### config.mk
export PLATFORM = sky130hd
export DESIGN_NAME = vend_ctrl_param
export DESIGN_NICKNAME = d
export VERILOG_FILES = /design/src/rtl/vend_ctrl_param.sv
export SDC_FILE = /design/constraint.sdc
export NUM_CORES = 1
export LEC_CHECK = 0
export ABC_CLOCK_PERIOD_IN_PS = 8790
export BUFFER_PORTS_ARGS = -buffer_cell sky130_fd_sc_hd__buf_2
export CORE_MARGIN = 2
export CORE_UTILIZATION = 56
export CTS_BUF_LIST = sky130_fd_sc_hd__clkbuf_8
export CTS_CLUSTER_DIAMETER = 80
export DETAILED_ROUTE_END_ITERATION = 10
export GPL_TIMING_DRIVEN = 0
export PLACE_DENSITY = 0.73
export SYNTH_ARGS = -nofsm -noshare
export SYNTH_HDL_FRONTEND = slang
export SYNTH_SLANG_ARGS = --single-unit
### constraint.sdc
create_clock -name clk -period 8.79 [get_ports clk]
set_clock_uncertainty 0.1 [all_clocks]
set_input_delay 2.1975 -clock clk [delete_from_list [all_inputs] [get_ports clk]]
set_output_delay 2.1975 -clock clk [all_outputs]
set_load 0.005 [all_outputs]
### src/rtl/vend_ctrl_param.sv
// Vending-machine controller: price/stock tables, credit accumulation and a
// four-state purchase FSM producing vend, change/refund or selection errors.
module vend_ctrl_param #(
    parameter int NUM_ITEMS   = 16,
    parameter int ITEM_W      = $clog2(NUM_ITEMS),
    parameter int AMT_W       = 16,
    parameter int STOCK_W     = 8,
    parameter int MAX_CREDIT  = 1000,
    parameter int TIMEOUT_CYC = 1024
) (
    input  logic              clk,
    input  logic              rstn,
    input  logic              cfg_we,
    input  logic              cfg_sel,
    input  logic [ITEM_W-1:0] cfg_addr,
    input  logic [AMT_W-1:0]  cfg_wdata,
    output logic [AMT_W-1:0]  cfg_rdata,
    output logic              cfg_err,
    input  logic              coin_valid,
    input  logic [AMT_W-1:0]  coin_val,
    output logic              coin_reject,
    input  logic              sel_valid,
    input  logic [ITEM_W-1:0] sel_item,
    input  logic              cancel,
    output logic [AMT_W-1:0]  credit,
    output logic              vend_valid,
    output logic [ITEM_W-1:0] vend_item,
    output logic              change_valid,
    output logic [AMT_W-1:0]  change_amt,
    output logic              err_valid,
    output logic [1:0]        err_code,
    output logic              busy
);

    localparam logic [1:0] S_IDLE   = 2'd0;
    localparam logic [1:0] S_CREDIT = 2'd1;
    localparam logic [1:0] S_VEND   = 2'd2;
    localparam logic [1:0] S_REFUND = 2'd3;

    localparam int              TMO_W    = $clog2(TIMEOUT_CYC + 1);
    localparam logic [ITEM_W:0] N_ITEMS  = (ITEM_W + 1)'(NUM_ITEMS);
    localparam logic [AMT_W:0]  MAX_C    = (AMT_W + 1)'(MAX_CREDIT);
    localparam logic [TMO_W-1:0] TMO_LAST = TMO_W'(TIMEOUT_CYC - 1);

    logic [1:0]         state;
    logic [AMT_W-1:0]   price [NUM_ITEMS];
    logic [STOCK_W-1:0] stock [NUM_ITEMS];
    logic [TMO_W-1:0]   tmo_cnt;

    logic [AMT_W:0]     coin_sum;
    logic               coin_ok;
    logic [AMT_W-1:0]   eff;
    logic               sel_in_range;
    logic               cfg_in_range;
    logic [ITEM_W-1:0]  sel_idx;
    logic [ITEM_W-1:0]  cfg_idx;
    logic [AMT_W-1:0]   sel_price;
    logic [STOCK_W-1:0] sel_stock;
    logic [1:0]         sel_err;
    logic               tmo_hit;
    logic               refund_go;
    logic               vend_go;

    // The sum is one bit wider than credit so an oversized coin can never wrap
    // into an apparently small total.
    always_comb begin
        coin_sum     = {1'b0, credit} + {1'b0, coin_val};
        coin_ok      = coin_valid && (state == S_IDLE || state == S_CREDIT) && (coin_sum <= MAX_C);
        eff          = coin_ok ? coin_sum[AMT_W-1:0] : credit;
        sel_in_range = {1'b0, sel_item} < N_ITEMS;
        cfg_in_range = {1'b0, cfg_addr} < N_ITEMS;
        sel_idx      = sel_in_range ? sel_item : '0;
        cfg_idx      = cfg_in_range ? cfg_addr : '0;
        sel_price    = price[sel_idx];
        sel_stock    = stock[sel_idx];
        if (!sel_in_range)
            sel_err = 2'd1;
        else if (sel_stock == '0)
            sel_err = 2'd2;
        else if (eff < sel_price)
            sel_err = 2'd3;
        else
            sel_err = 2'd0;
        tmo_hit   = (state == S_CREDIT) && !cancel && !sel_valid && !coin_ok && (tmo_cnt == TMO_LAST);
        refund_go = (state == S_CREDIT) && (cancel || tmo_hit);
        vend_go   = (state == S_CREDIT) && !cancel && sel_valid && (sel_err == 2'd0);
    end

    always_ff @(posedge clk or negedge rstn) begin
        if (!rstn) begin
            for (int i = 0; i < NUM_ITEMS; i++) begin
                price[i] <= '0;
                stock[i] <= '0;
            end
            cfg_rdata <= '0;
        end else begin
            if (cfg_we && state == S_IDLE && cfg_in_range) begin
                if (cfg_sel)
                    stock[cfg_idx] <= cfg_wdata[STOCK_W-1:0];
                else
                    price[cfg_idx] <= cfg_wdata;
            end
            // Writes (IDLE only) and decrements (CREDIT only) never coincide.
            if (vend_go)
                stock[sel_idx] <= sel_stock - STOCK_W'(1);
            if (!cfg_in_range)
                cfg_rdata <= '0;
            else if (cfg_sel)
                cfg_rdata <= AMT_W'(stock[cfg_idx]);
            else
                cfg_rdata <= price[cfg_idx];
        end
    end

    always_ff @(posedge clk or negedge rstn) begin
        if (!rstn) begin
            state        <= S_IDLE;
            credit       <= '0;
            tmo_cnt      <= '0;
            cfg_err      <= 1'b0;
            coin_reject  <= 1'b0;
            vend_valid   <= 1'b0;
            vend_item    <= '0;
            change_valid <= 1'b0;
            change_amt   <= '0;
            err_valid    <= 1'b0;
            err_code     <= '0;
        end else begin
            cfg_err      <= cfg_we && (state != S_IDLE || !cfg_in_range);
            coin_reject  <= coin_valid && !coin_ok;
            vend_valid   <= 1'b0;
            change_valid <= 1'b0;
            err_valid    <= 1'b0;
            case (state)
                S_IDLE: begin
                    if (coin_ok) begin
                        credit  <= eff;
                        tmo_cnt <= '0;
                        if (coin_val != '0)
                            state <= S_CREDIT;
                    end
                end
                S_CREDIT: begin
                    if (refund_go) begin
                        state        <= S_REFUND;
                        change_valid <= 1'b1;
                        change_amt   <= eff;
                        credit       <= '0;
                        tmo_cnt      <= '0;
                    end else if (vend_go) begin
                        state        <= S_VEND;
                        vend_valid   <= 1'b1;
                        vend_item    <= sel_item;
                        change_valid <= 1'b1;
                        change_amt   <= eff - sel_price;
                        credit       <= '0;
                        tmo_cnt      <= '0;
                    end else if (sel_valid) begin
                        err_valid <= 1'b1;
                        err_code  <= sel_err;
                        credit    <= eff;
                        if (coin_ok)
                            tmo_cnt <= '0;
                    end else if (coin_ok) begin
                        credit  <= eff;
                        tmo_cnt <= '0;
                    end else begin
                        tmo_cnt <= tmo_cnt + TMO_W'(1);
                    end
                end
                default: state <= S_IDLE;
            endcase
        end
    end

    assign busy = (state != S_IDLE);

endmodule

# Word-level counts from Yosys, hierarchy flattened
# Index checks and enable logic that the tools add are counted.
totals:
  latch_bits: 0
  reg_bits: 456
  rom_bits: 0
  ramBits: 0
  memories: 0
  wordCells: 150
op_classes:
  magnitude_cmp: 6
  n_mul: 0
  shift: 0
  n_reduce_logical: 31
  muxes: 55
  bitwise_logic: 5
  addsub: 4
  div_mod_pow: 0
  n_eq_ne: 5
ops:
  columns: ["op", "count"]
  rows:
  - ["$mux W128", 3]
  - ["$bwmux W128", 2]
  - ["$bwmux W256", 1]
  - ["$mux W16", 13]
  - ["$bmux W16 S4", 2]
  - ["$bmux W8 S4", 2]
  - ["$demux W16 S4", 1]
  - ["$demux W8 S4", 2]
  - ["$mux W11", 5]
  - ["$mux W8", 6]
  - ["$pmux W16 S2", 1]
  - ["$pmux W11 S2", 1]
  - ["$add A16 B16 Y17", 1]
  - ["$le A17 B10 Y1 const B", 1]
  - ["$lt A16 B16 Y1", 1]
  - ["$reduce_bool A16 Y1", 1]
  - ["$sub A16 B16 Y16", 1]
  - ["$logic_and A1 B1 Y1", 14]
  - ["$mux W2", 6]
  - ["$add A11 B1 Y11 const B", 1]
  - ["$eq A11 B10 Y1 const B", 1]
  - ["$ge A5 B5 Y1 const B", 2]
  - ["$lt A5 B1 Y1 const B", 2]
  - ["$not A4 Y5", 2]
  - ["other kinds (16)", 34]

# Depth between registers and ports, before layout
# Gate-level depths: netlist of run 1.
logic_depth:
  ltp_word: 13
  depth_mapped: 29

# Worst setup path after synthesis of run 1
# No wires, ideal clock.
synth_path:
  kind: "input to register"
  startpoint: "input port coin_val[3]"
  endpoint: "register stock[64] (netlist bit)"
  path_slack_ps: 879
  arrival_ps: 7731
  path_buffers: 4
  stages: 26
  setup_ps: 80
  required_ps: 8610
  path_cell_list: "ha_1 -> a21o_1 -> a221oi_1 -> o21ai_0 -> xnor2_1 -> nor4b_1 -> a31oi_1 -> nand3_1 -> clkbuf_1 -> mux2i_1 -> ha_1 -> inv_1 -> fa_1 -> a211oi_1 -> o21ai_0 -> o2111a_1 -> a2111oi_0 -> o2bb2ai_1 -> or3_1 -> buf_6 -> inv_2 -> buf_6 -> and3_1 -> buf_6 -> nand2_8 -> mux2i_1"
synth_via:
  elab_chain_len: 10
synth_lines:
  columns: ["element", "line", "source"]
  rows:
  - ["from (decl)", "20", "input logic [AMT_W-1:0] coin_val,"]
  - ["$add A16 B16 Y17 (*)", "67", "coin_sum = {1'b0, credit} + {1'b0, coin_val};"]
  - ["$le A17 B10 Y1", "68", "coin_ok = coin_valid && (state == S_IDLE || state == S_CREDIT) && (coin_sum <= MAX_C);"]
  - ["$logic_and A1 B1 Y1", "68", null]
  - ["$mux W16 (*)", "69", "eff = coin_ok ? coin_sum[AMT_W-1:0] : credit;"]
  - ["$lt A16 B16 Y1 (*)", "80", "else if (eff < sel_price)"]
  - ["$mux W2 (*)", "80", null]
  - ["$mux W2 (*)", "78", "else if (sel_stock == '0)"]
  - ["$logic_not A2 Y1 (*)", "86", "vend_go = (state == S_CREDIT) && !cancel && sel_valid && (sel_err == 2'd0);"]
  - ["$logic_and A1 B1 Y1 (*)", "86", null]
  - ["$mux W128 (*)", "104", "if (vend_go)"]
  - ["to (signal, indexed assignment)", "99", "stock[cfg_idx] <= cfg_wdata[STOCK_W-1:0];"]
  - ["to (signal, indexed assignment)", "105", "stock[sel_idx] <= sel_stock - STOCK_W'(1);"]
  - ["to (decl)", "47", "logic [STOCK_W-1:0] stock [NUM_ITEMS];"]
# Every way passes the cells marked *; elsewhere a longest branch is shown, timed or not.
# A chain may end at the register's enable or synchronous reset.

# Final worst setup path of run 1
layout_path:
  startpoint: "input port sel_item[1]"
  endpoint: "register stock[95] (netlist bit)"
layout_via:
  elab_chain_len: 10
layout_lines:
  columns: ["element", "line", "source"]
  rows:
  - ["from (decl)", "23", "input logic [ITEM_W-1:0] sel_item,"]
  - ["$not A4 Y5 (not written as such) (*)", "74, 75, 105", null]
  - ["$bmux W16 S4", "74", "sel_price = price[sel_idx];"]
  - ["$mux W16 (not written as such) (2 in a row)", "74", null]
  - ["$lt A16 B16 Y1", "80", null]
  - ["$mux W2", "80", null]
  - ["$mux W2", "78", null]
  - ["$logic_not A2 Y1", "86", null]
  - ["$logic_and A1 B1 Y1", "86", null]
  - ["$mux W128 (*)", "104", null]
# Every way passes the cells marked *; elsewhere a longest branch is shown, timed or not. The select of a mux whose other input is x is not followed.

==> results.md, run 1 <==
* DRC Markers at 0
* Worst ir drop on vdd at 0.0001562 V
* TritonCTS Buffers at 79
* Syn_nets at 2063
* Clock Path Buffers at 3
* Fin. Hold Viols at 0
* Worst hold slack at 367.3 ps
* I/O pin count at 107
* Worst Setup End Kind: flop
* Least-Margin Pin Slew at 1420 ps
* Seq/Total Area, Yosys at 43.55%
* Clk sinks at 456
* Die Y at 220.3 µm
* Worst-skew pair later-pin latency at 700 ps
* Via count at 19.33k
* R2R Path End: stock[95]
* R2r setup slk at 1560 ps
* Worst Hold Depth at 1
* Fin util at 63.20%
* Clock transition at the registers of the reported paths at 60 ps
* Placer Congestion at 0.9902
* DRT antenna net count at 0
* Core ar. at 46360 µm²
* Overall Power at 7.868 mW
* Final period utilization at 97.00%
* Initial Utilization at 56.52%
* Yosys Warn Count at 0
* Async SR Flop Fraction at 100.0%
* GR Util All Layers at 35.33%
* Post-DP HPWL at 56.71 mm
* Worst hold path startpoint: err_code[1]
* First-pass GRT wire length at 123.8 mm
* Fill cells at 3517
* Worst reg2reg startpoint: credit[0]
* DR iter-0 viols at 2189
* Final setup fails at 0
* Row cnt at 79
* Placed insts at 2695
* Largest net degree at the start of global routing at 100
* Max cap viols at 0
* Clk root buf: clkbuf_8
* Number of post-CTS setup repair buffers at 0
* Vias in the first global route at 19.75k
* CTS tree: built
* Layout area overhead at 11.81%
* Worst Setup Start Kind: input port
* Antenna violations before repair at 3
* Vias per cell at 6.827
* Synth Flop Type: dfrtp_1
* Count of different cell masters after synthesis at 64
* Final wirelength at 83.63 mm
* Layout cells sized above 1 at 39.09%
* Post-DR wirelength/cell at 29.53 µm
* Die ar. at 48540 µm²
* Fin cells at 2832
* PwrDens at 268.6 nW/µm²
* Crit path time final at 8526 ps
* Worst reg-to-reg path cell count at 28
* Synthesized area per cell at 13.24 µm²
* Crit-path max FO at 10
* F_max at 117.3 MHz
* Hold WC Path Type: flop to flop
* WP data arrival at 8950 ps
* GRT overflow at 0
* Netlist Area Pre-Place at 26200 µm²
* Initial DRT Pass Iterations at 8
* WHS Endpoint: err_code[1]
* Syn Inst Count at 1979
* IO Port Bufs at 103
* Final #Nets at 2252
* Max-slew headroom at 5.354%
* Post-synth EDFFs at 0
* DIE WIDTH at 220.3 µm
* Leakage at 13.43 nW
* Post-synthesis register bit count at 456
* Worst EP required at 9210 ps
* Outcome: completed
* H-tree levels at 3
* Final TNS setup at 0 ps
* Max Slew Vio Count at 0
* Critical path class: input port to flop
==> what timing repair did <==
action,CTS,global route
resized for setup,7,20
endpoints found under the hold margin,0,0
endpoints found under the setup margin,173,134
hold buffers,0,0
==> flip-flops by register name (all words and copies together) (netlist names), 2 cells and up <==
name / flops
stock: 128
state: 2
vend_item: 4
price: 256
credit: 16
err_code: 2
cfg_rdata: 16
tmo_cnt: 11
change_amt: 16
==> placed cells by master, fill, tap and decap left out, types with 35 or more instances in the layout <==
cell type and instances:
nand2_1 108, mux2_2 351, o21ai_0 65, a21oi_1 83, dfrtp_1 456, clkbuf_1 95, nor2_1 109, nor2b_1 35
clkbuf_8 97, mux2i_1 88, ha_1 35, buf_2 119, mux4_2 233, inv_1 73
==> worst max-delay path by stage <==
stage	startpoint	to	slack [ps]
2_1_floorplan	coin_val[3]	stock[64]	880
3_3_place_gp	rstn	price[41]	-3760
3_5_place_dp	coin_val[0]	stock[95]	-1280
4_1_cts	sel_item[1]	stock[95]	50
5_1_grt	coin_val[0]	stock[95]	-10
6_report	sel_item[1]	stock[95]	260
==> synth_stat cells (all sizes together), types with 7 or more instances <==
cell | count | area [µm²]
a21oi | 83 | 415.4
mux2 | 351 | 3953
dfrtp | 456 | 11410
mux2i | 89 | 890.9
xnor2 | 22 | 192.7
and3 | 13 | 81.33
nand3 | 17 | 85.08
nor2 | 111 | 419.2
and2 | 15 | 93.84
a211oi | 15 | 112.6
buf | 48 | 271.5
nor3 | 15 | 75.07
o21a | 13 | 97.59
clkbuf | 99 | 371.6
a22oi | 10 | 75.07
or3 | 7 | 43.79
mux4 | 234 | 5274
nand2b | 8 | 50.05
o21ai | 68 | 340.3
inv | 51 | 191.4
nand2 | 112 | 485.5
ha | 35 | 437.9
nor2b | 35 | 219.0
xor2 | 7 | 61.31
==> power by group <==
part           total [mW]  switching (mW)  internal, mW
registers            3.16           0.447          2.72
clock network        1.98           0.921          1.06
logic                2.73            1.29          1.44
==> cell type report <==
class / instances / area (µm²) / share of cell area, %
Antenna cell: 2 / 5.005 / 0.01708
Sequential cell: 456 / 11410 / 38.95
Inverter: 52 / 195.2 / 0.6662
Tap cell: 607 / 759.5 / 2.592
Clock buffer: 97 / 1335 / 4.557
Timing Repair Buffer: 109 / 658.1 / 2.246
Clock inverter: 39 / 244.0 / 0.8328
Multi-Input combinational cell: 1324 / 14020 / 47.86
Buffer: 146 / 666.9 / 2.276
==> stage by stage <==
step | worst slack (ps) | cell area, µm²
after floorplan | 878.7 | 26200
after global placement | -3757 | 27480
after detailed placement | -1284 | 27640
after CTS | 51.17 | 29240
after global routing | -14.74 | 29290
final | 263.9 | 29300
==> logic make-up (layout without fill, tap and decap cells) <==
logic type | count (synthesis) | count (layout) | synth area share (%)
adder cells (fa/ha/maj) | 37 | 37 | 1.824
AND/OR/NAND/NOR | 354 | 354 | 6.509
buffers and inverters | 199 | 443 | 3.199
XOR/XNOR | 29 | 29 | 0.9693
flip-flops | 456 | 456 | 43.55
other | 0 | 2 | 0
multiplexers | 674 | 674 | 38.61
AO/OA/AOI/OAI | 230 | 230 | 5.339
==> per-layer routing <==
metal  vias to the layer above  global-route usage, %  routed length, µm
met5                         -                      0                 27
met4                         4                  17.25               4132
met3                       255                  11.97              10350
met2                      1285                  53.16              37770
met1                      9939                  46.25              31350
li1                       7850                      -                  -
==> worst max-delay path, stage by stage <==
cell and delay (ps):
buf_2 100, buf_2 300, buf_2 410, buf_1 570, clkbuf_2 430, clkbuf_1 620, mux4_2 410, mux4_2 500
inv_1 80, ha_1 290, a211oi_1 330, o21ai_0 220, o2111a_1 200, a2111oi_2 490, o2bb2ai_2 240, or3_1 180
buf_6 140, inv_2 80, and3_1 180, clkbuf_1 330, clkbuf_4 370, nor2_1 190, a21oi_1 70
No activity file was read; power rests on OpenSTA's default activity.
==> inputs of run 2 (changes only) <==
Settings changed: ABC_CLOCK_PERIOD_IN_PS 8790 to 8400.
Clock period 8.79 ns to 8.4 ns, I/O delays scaled along.
==> results.md, run 2 (synthesized netlist as in run 1, its figures left out) <==
* CTS tree: built
* Clock Path Buffers at 3 (unchanged)
* Biggest regs: price (256), stock (128)
* Crit-path max FO at 10 (unchanged)
* Final setup fails at 0 (unchanged)
* Least-Margin Pin Slew at 1426 ps (+6.645 ps)
* Final #Nets at 2248 (-0.18%)
* Worst-skew pair later-pin latency at 700 ps (about the same)
* Hold-fix buffers at CTS at 0 (unchanged)
* Number of post-CTS setup repair buffers at 0 (unchanged)
* Max Slew Vio Count at 0 (unchanged)
* Final period utilization at 95.45%
* Placed cell areas at 27640 µm² (unchanged)
* Clock transition at the registers of the reported paths at 60 ps (about the same)
* Reg area at 11410 µm² (unchanged)
* Max cap viols at 0 (unchanged)
* Die ar. at 48540 µm² (unchanged)
* Layout area overhead at 11.94%
* Place WS at -1576 ps (-292.5 ps)
* Layout cells sized above 1 at 39.52% (+0.43 points)
* Area of the multi-input gates at 14060 µm² (+0.27%)
* Antenna violations before repair at 3 (unchanged)
* Vias per cell at 6.824 (about the same)
* Worst Setup Start Kind: input port
* TritonCTS Buffers at 79 (unchanged)
* WP data arrival at 8410 ps (-540 ps)
* Commonest non-fill, non-tap cells in the layout: dfrtp_1, mux2_2, mux4_2
* Clk sinks at 456 (unchanged)
* I/O pin count at 107 (unchanged)
* Worst EP required at 8800 ps (-410 ps)
* PwrDens at 281.1 nW/µm² (+4.7%)
* H-tree levels at 3 (unchanged)
* DIE WIDTH at 220.3 µm (unchanged)
* F_max at 124.7 MHz
* Via count at 19.31k (-0.14%)
* Post-DR wirelength/cell at 29.56 µm (about the same)
* Max-slew headroom at 4.911% (-0.44 points)
* Leakage at 13.44 nW (about the same)
* Commonest non-fill, non-tap cell in the layout: dfrtp_1
* GR Util All Layers at 35.34% (about the same)
* Row cnt at 79 (unchanged)
* Core ar. at 46360 µm² (unchanged)
* Largest Register: price
* Initial DRT Pass Iterations at 7 (-1)
* First-pass GRT wire length at 123.8 mm (about the same)
* Crit path time final at 8017 ps
* IO Port Bufs at 103 (unchanged)
* Outcome: completed
* DR iter-0 viols at 2170 (-0.87%)
* Hold WC Path Type: flop to flop
* Fin. Hold Viols at 0 (unchanged)
* Largest net degree at the start of global routing at 100 (unchanged)
* Placer Congestion at 0.9902 (unchanged)
* Vias in the first global route at 19.78k (+0.13%)
* Final worst slack at 382.6 ps (+118.7 ps)
* Worst hold slack at 367.3 ps (+0.003000 ps)
* Final TNS setup at 0 ps (unchanged)
* Final wirelength at 83.62 mm (about the same)
* Clk root buf: clkbuf_8
* Max FFs per register at 256 (unchanged)
* Design area at 29330 µm² (+0.11%)
* DRT antenna net count at 0 (unchanged)
* GRT overflow at 0 (unchanged)
* Critical path class: input port to flop
* Worst Setup End Kind: flop
* DRC Markers at 0 (unchanged)
* Post-DP HPWL at 56.71 mm (unchanged)
* Die Y at 220.3 µm (unchanged)
* Worst ir drop on vdd at 0.0001633 V (+4.5%)
* Initial Utilization at 56.52% (unchanged)
* Fill cells at 3517 (unchanged)
run 2: changes by cell type in the layout (fill, tap and decap cells not counted), moves of 2 or more:
| cell | before | now |
|---|---|---|
| clkbuf_2 | 4 | 7 |
| buf_2 | 119 | 115 |
| clkbuf_1 | 95 | 91 |
| buf_1 | 16 | 14 |
| nand3_1 | 16 | 11 |
| buf_4 | 1 | 5 |
| nand3_2 | 1 | 6 |
run 2: repair_timing:
| action | CTS | global route |
|---|---|---|
| setup endpoints to repair | 179 | 173 |
| pin swaps | 0 | 1 |
| gates resized for setup | 19 | 23 |
run 2: critical path, stage by stage:
cell	delay [ps]
buf_2	100
ha_1	160
inv_1	50
fa_1	400
nor2b_1	160
o31a_1	240
o21ai_2	150
xor2_1	210
nor4b_2	350
a31oi_1	180
nand3_1	200
clkbuf_4	280
mux2i_2	310
ha_1	230
inv_1	70
fa_1	490
a211oi_1	300
o21ai_0	230
o2111a_1	220
a2111oi_4	390
o2bb2ai_2	240
or3_1	180
buf_6	140
inv_2	80
buf_6	180
nand3_2	250
buf_2	370
o21ai_0	130
run 2: cell type report:
| type | instances | share of cell area [%] |
|---|---|---|
| multi-input combinational | 1324 | 47.94 |
| sequential | 456 | 38.90 |
| clock buffer | 97 | 4.552 |
| tap | 607 | 2.589 |
| buffer | 142 | 2.248 |
| timing repair buffer | 109 | 2.244 |
| clock inverter | 39 | 0.8318 |
| inverter | 52 | 0.6655 |
| antenna | 3 | 0.02560 |
run 2: worst paths after layout:
check / to / slack [ps] / cells past startpoint / start
hold / removal: err_code[1] / 370 / 1 / err_code[1]
setup / recovery: stock[10] / 380 / 28 / coin_val[0]
setup reg to reg: stock[10] / 1480 / 27 / credit[0]
hold reg to reg: err_code[1] / 370 / 1 / err_code[1]
max in group asynchronous: price[88] / 5500 / 3 / rstn
min in group asynchronous: tmo_cnt[6] / 1300 / 1 / rstn
run 2: per-stage QoR:
step / cells / power (mW) / util (%)
floorplan: 1979 / 5.257 / -
global placement: 2689 / 5.972 / 59.27
detailed placement: 2695 / 6.115 / 59.61
CTS: 2831 / 8.189 / 63.18
global route: 2826 / 8.655 / 63.25
finish: 2829 / 8.246 / 63.27
run 2: where the power goes:
| part | total (mW) | internal (mW) | switching, mW | leakage, nW |
|---|---|---|---|---|
| clock network | 2.08 | 1.11 | 0.970 | 0.897 |
| registers | 3.31 | 2.84 | 0.469 | 5.93 |
| logic | 2.86 | 1.51 | 1.35 | 6.61 |
run 2: routing by layer:
metal	part of all wire, %	routed length, µm	GRT usage [%]
met1	38	31380	46.20
met2	45	37770	52.93
met3	12	10130	11.96
met4	5.2	4310	17.92
met5	0.032	27	0
==> inputs of run 3 (changes only) <==
Settings changed: CORE_UTILIZATION 56 to 45, PLACE_DENSITY 0.73 to unset.
==> results.md, run 3 (synthesized netlist as in run 1, its figures left out) <==
* Outcome: completed
* Critical path class: input port to flop
* Clk sinks at 456 (unchanged)
* Overall Power at 8.301 mW (+0.67%)
* Fin cells at 2994 (+5.8%)
* Placed cell areas at 27850 µm² (+0.78%)
* First-pass GRT wire length at 127.4 mm (+2.9%)
* Clk root buf: clkbuf_8
* Max FFs per register at 256 (unchanged)
* PwrDens at 280.1 nW/µm² (-0.37%)
* Worst ir drop on vdd at 0.0001198 V (-27%)
* Post-DP HPWL at 59.06 mm (+4.1%)
* Final TNS setup at 0 ps (unchanged)
* GR Util All Layers at 29.22% (-6.1 points)
* Worst Setup Start Kind: input port
* Final period utilization at 96.90% (+1.5 points)
* Biggest regs: price (256), stock (128)
* Crit path time final at 8140 ps (+122.4 ps)
* Max cap viols at 0 (unchanged)
* Via count at 18.91k (-2.0%)
* Largest net degree at the start of global routing at 120 (+20%)
* WP data arrival at 8570 ps (+160 ps)
* Initial Utilization at 45.50% (-11 points)
* H-tree levels at 3 (unchanged)
* Fin util at 51.47% (-12 points)
* GRT overflow at 0 (unchanged)
* Clock transition at the registers of the reported paths at 60 ps (about the same)
* Worst-skew pair later-pin latency at 690 ps (about the same)
* F_max at 122.9 MHz (-1.5%)
* Layout cells sized above 1 at 39.94% (+0.41 points)
* Die Y at 245.3 µm (+11%)
* Die ar. at 60170 µm² (+24%)
* CTS tree: built
* Antenna violations before repair at 4 (+1)
* TritonCTS Buffers at 79 (unchanged)
* Fill cells at 4928 (+40%)
* DRC Markers at 0 (unchanged)
* Row cnt at 88 (+11%)
* IO Port Bufs at 103 (unchanged)
* DIE WIDTH at 245.3 µm (+11%)
* Area of the multi-input gates at 14070 µm² (about the same)
* Vias in the first global route at 19.54k (-1.2%)
* Vias per cell at 6.316 (-7.4%)
* Final wirelength at 86.90 mm (+3.9%)
* Layout area overhead at 13.11%
* Core ar. at 57590 µm² (+24%)
* Commonest non-fill, non-tap cell in the layout: dfrtp_1
* Worst Setup End Kind: flop
* Placer Congestion at 0.9164 (-7.5%)
* Crit-path max FO at 10 (unchanged)
* Max-slew headroom at 4.824% (-0.087 points)
* Commonest non-fill, non-tap cells in the layout: dfrtp_1, mux2_2, mux4_2
* Final #Nets at 2252 (+0.18%)
* Clock Path Buffers at 3 (unchanged)
* Largest Register: price
* Slowest CP cell: fa_1
* DRT antenna net count at 0 (unchanged)
* DR iter-0 viols at 1828 (-16%)
* Least-Margin Pin Slew at 1428 ps (+1.299 ps)
* Leakage at 13.51 nW (+0.52%)
* Reg area at 11410 µm² (unchanged)
* Initial DRT Pass Iterations at 7 (unchanged)
* Placed insts at 2854 (+5.9%)
* Hold WC Path Type: flop to flop
* Final setup fails at 0 (unchanged)
* Fin. Hold Viols at 0 (unchanged)
* Post-DR wirelength/cell at 29.02 µm (-1.8%)
* Design area at 29640 µm² (+1.0%)
* Worst EP required at 8830 ps (+30 ps)
* Max Slew Vio Count at 0 (unchanged)
* Max stage delay on crit path at 480 ps (about the same)
* I/O pin count at 107 (unchanged)
==> run 3: what timing repair did <==
item / 4_1_cts / 5_1_grt
hold buffers: 0 / 0
pin swaps: 1 / 1
setup buffers: 0 / 1
setup endpoints to repair: 180 / 151
resized for setup: 20 / 28
endpoints found under the hold margin: 0 / 0
==> run 3: critical path: cells and delay by family <==
| family | cells | cell delay, ps |
|---|---|---|
| AOI/OAI and AO/OA | 9 | 1930 |
| xor gates and xnor gates | 1 | 210 |
| adders and majority gates | 4 | 1320 |
| buffers and inverters | 9 | 1510 |
| muxes | 1 | 340 |
| and+or+nand+nor | 6 | 1130 |
==> run 3: final cells by class <==
cell class              count  area share, %
diodes                      3        0.02533
multi-input cells        1324          47.47
clock inverters            40         0.9119
plain buffers             143          2.288
repair buffers            112          2.322
inverters                  52         0.6586
flip-flops and latches    456          38.50
well taps                 765          3.229
clock buffers              99          4.597
==> run 3: through the flow <==
stage	setup WS (ps)	hold slack, ps
floorplan	586.2	363.5
global placement	-4245	346.4
detailed placement	-1763	365.6
CTS	34.99	378.9
global route	-14.84	415.7
finish	260.1	380.3
==> run 3: worst paths after layout <==
| check | from | endpoint | slack, ps | cells after the start |
|---|---|---|---|---|
| setup reg to reg | credit[0] | stock[54] | 1340 | 29 |
| min in group asynchronous | rstn | tmo_cnt[10] | 1140 | 1 |
| max in group asynchronous | rstn | price[104] | 5570 | 3 |
| hold reg to reg | vend_item[0] | vend_item[0] | 380 | 2 |
| hold / removal | vend_item[0] | vend_item[0] | 380 | 2 |
| setup / recovery | coin_val[0] | stock[54] | 260 | 30 |
==> run 3: routing by layer <==
metal,vias up,GRT usage [%],wire length [µm]
li1,7846,-,-
met1,9872,39.15,35130
met2,965,44.79,39930
met3,223,7.694,8276
met4,4,13.15,3529
met5,-,0,23
==> run 3: where the power goes <==
part	leakage [nW]	internal [mW]	total [mW]	switching (mW)
clock	0.925	1.16	2.13	0.978
combinational	6.66	1.51	2.86	1.34
sequential	5.93	2.84	3.31	0.467
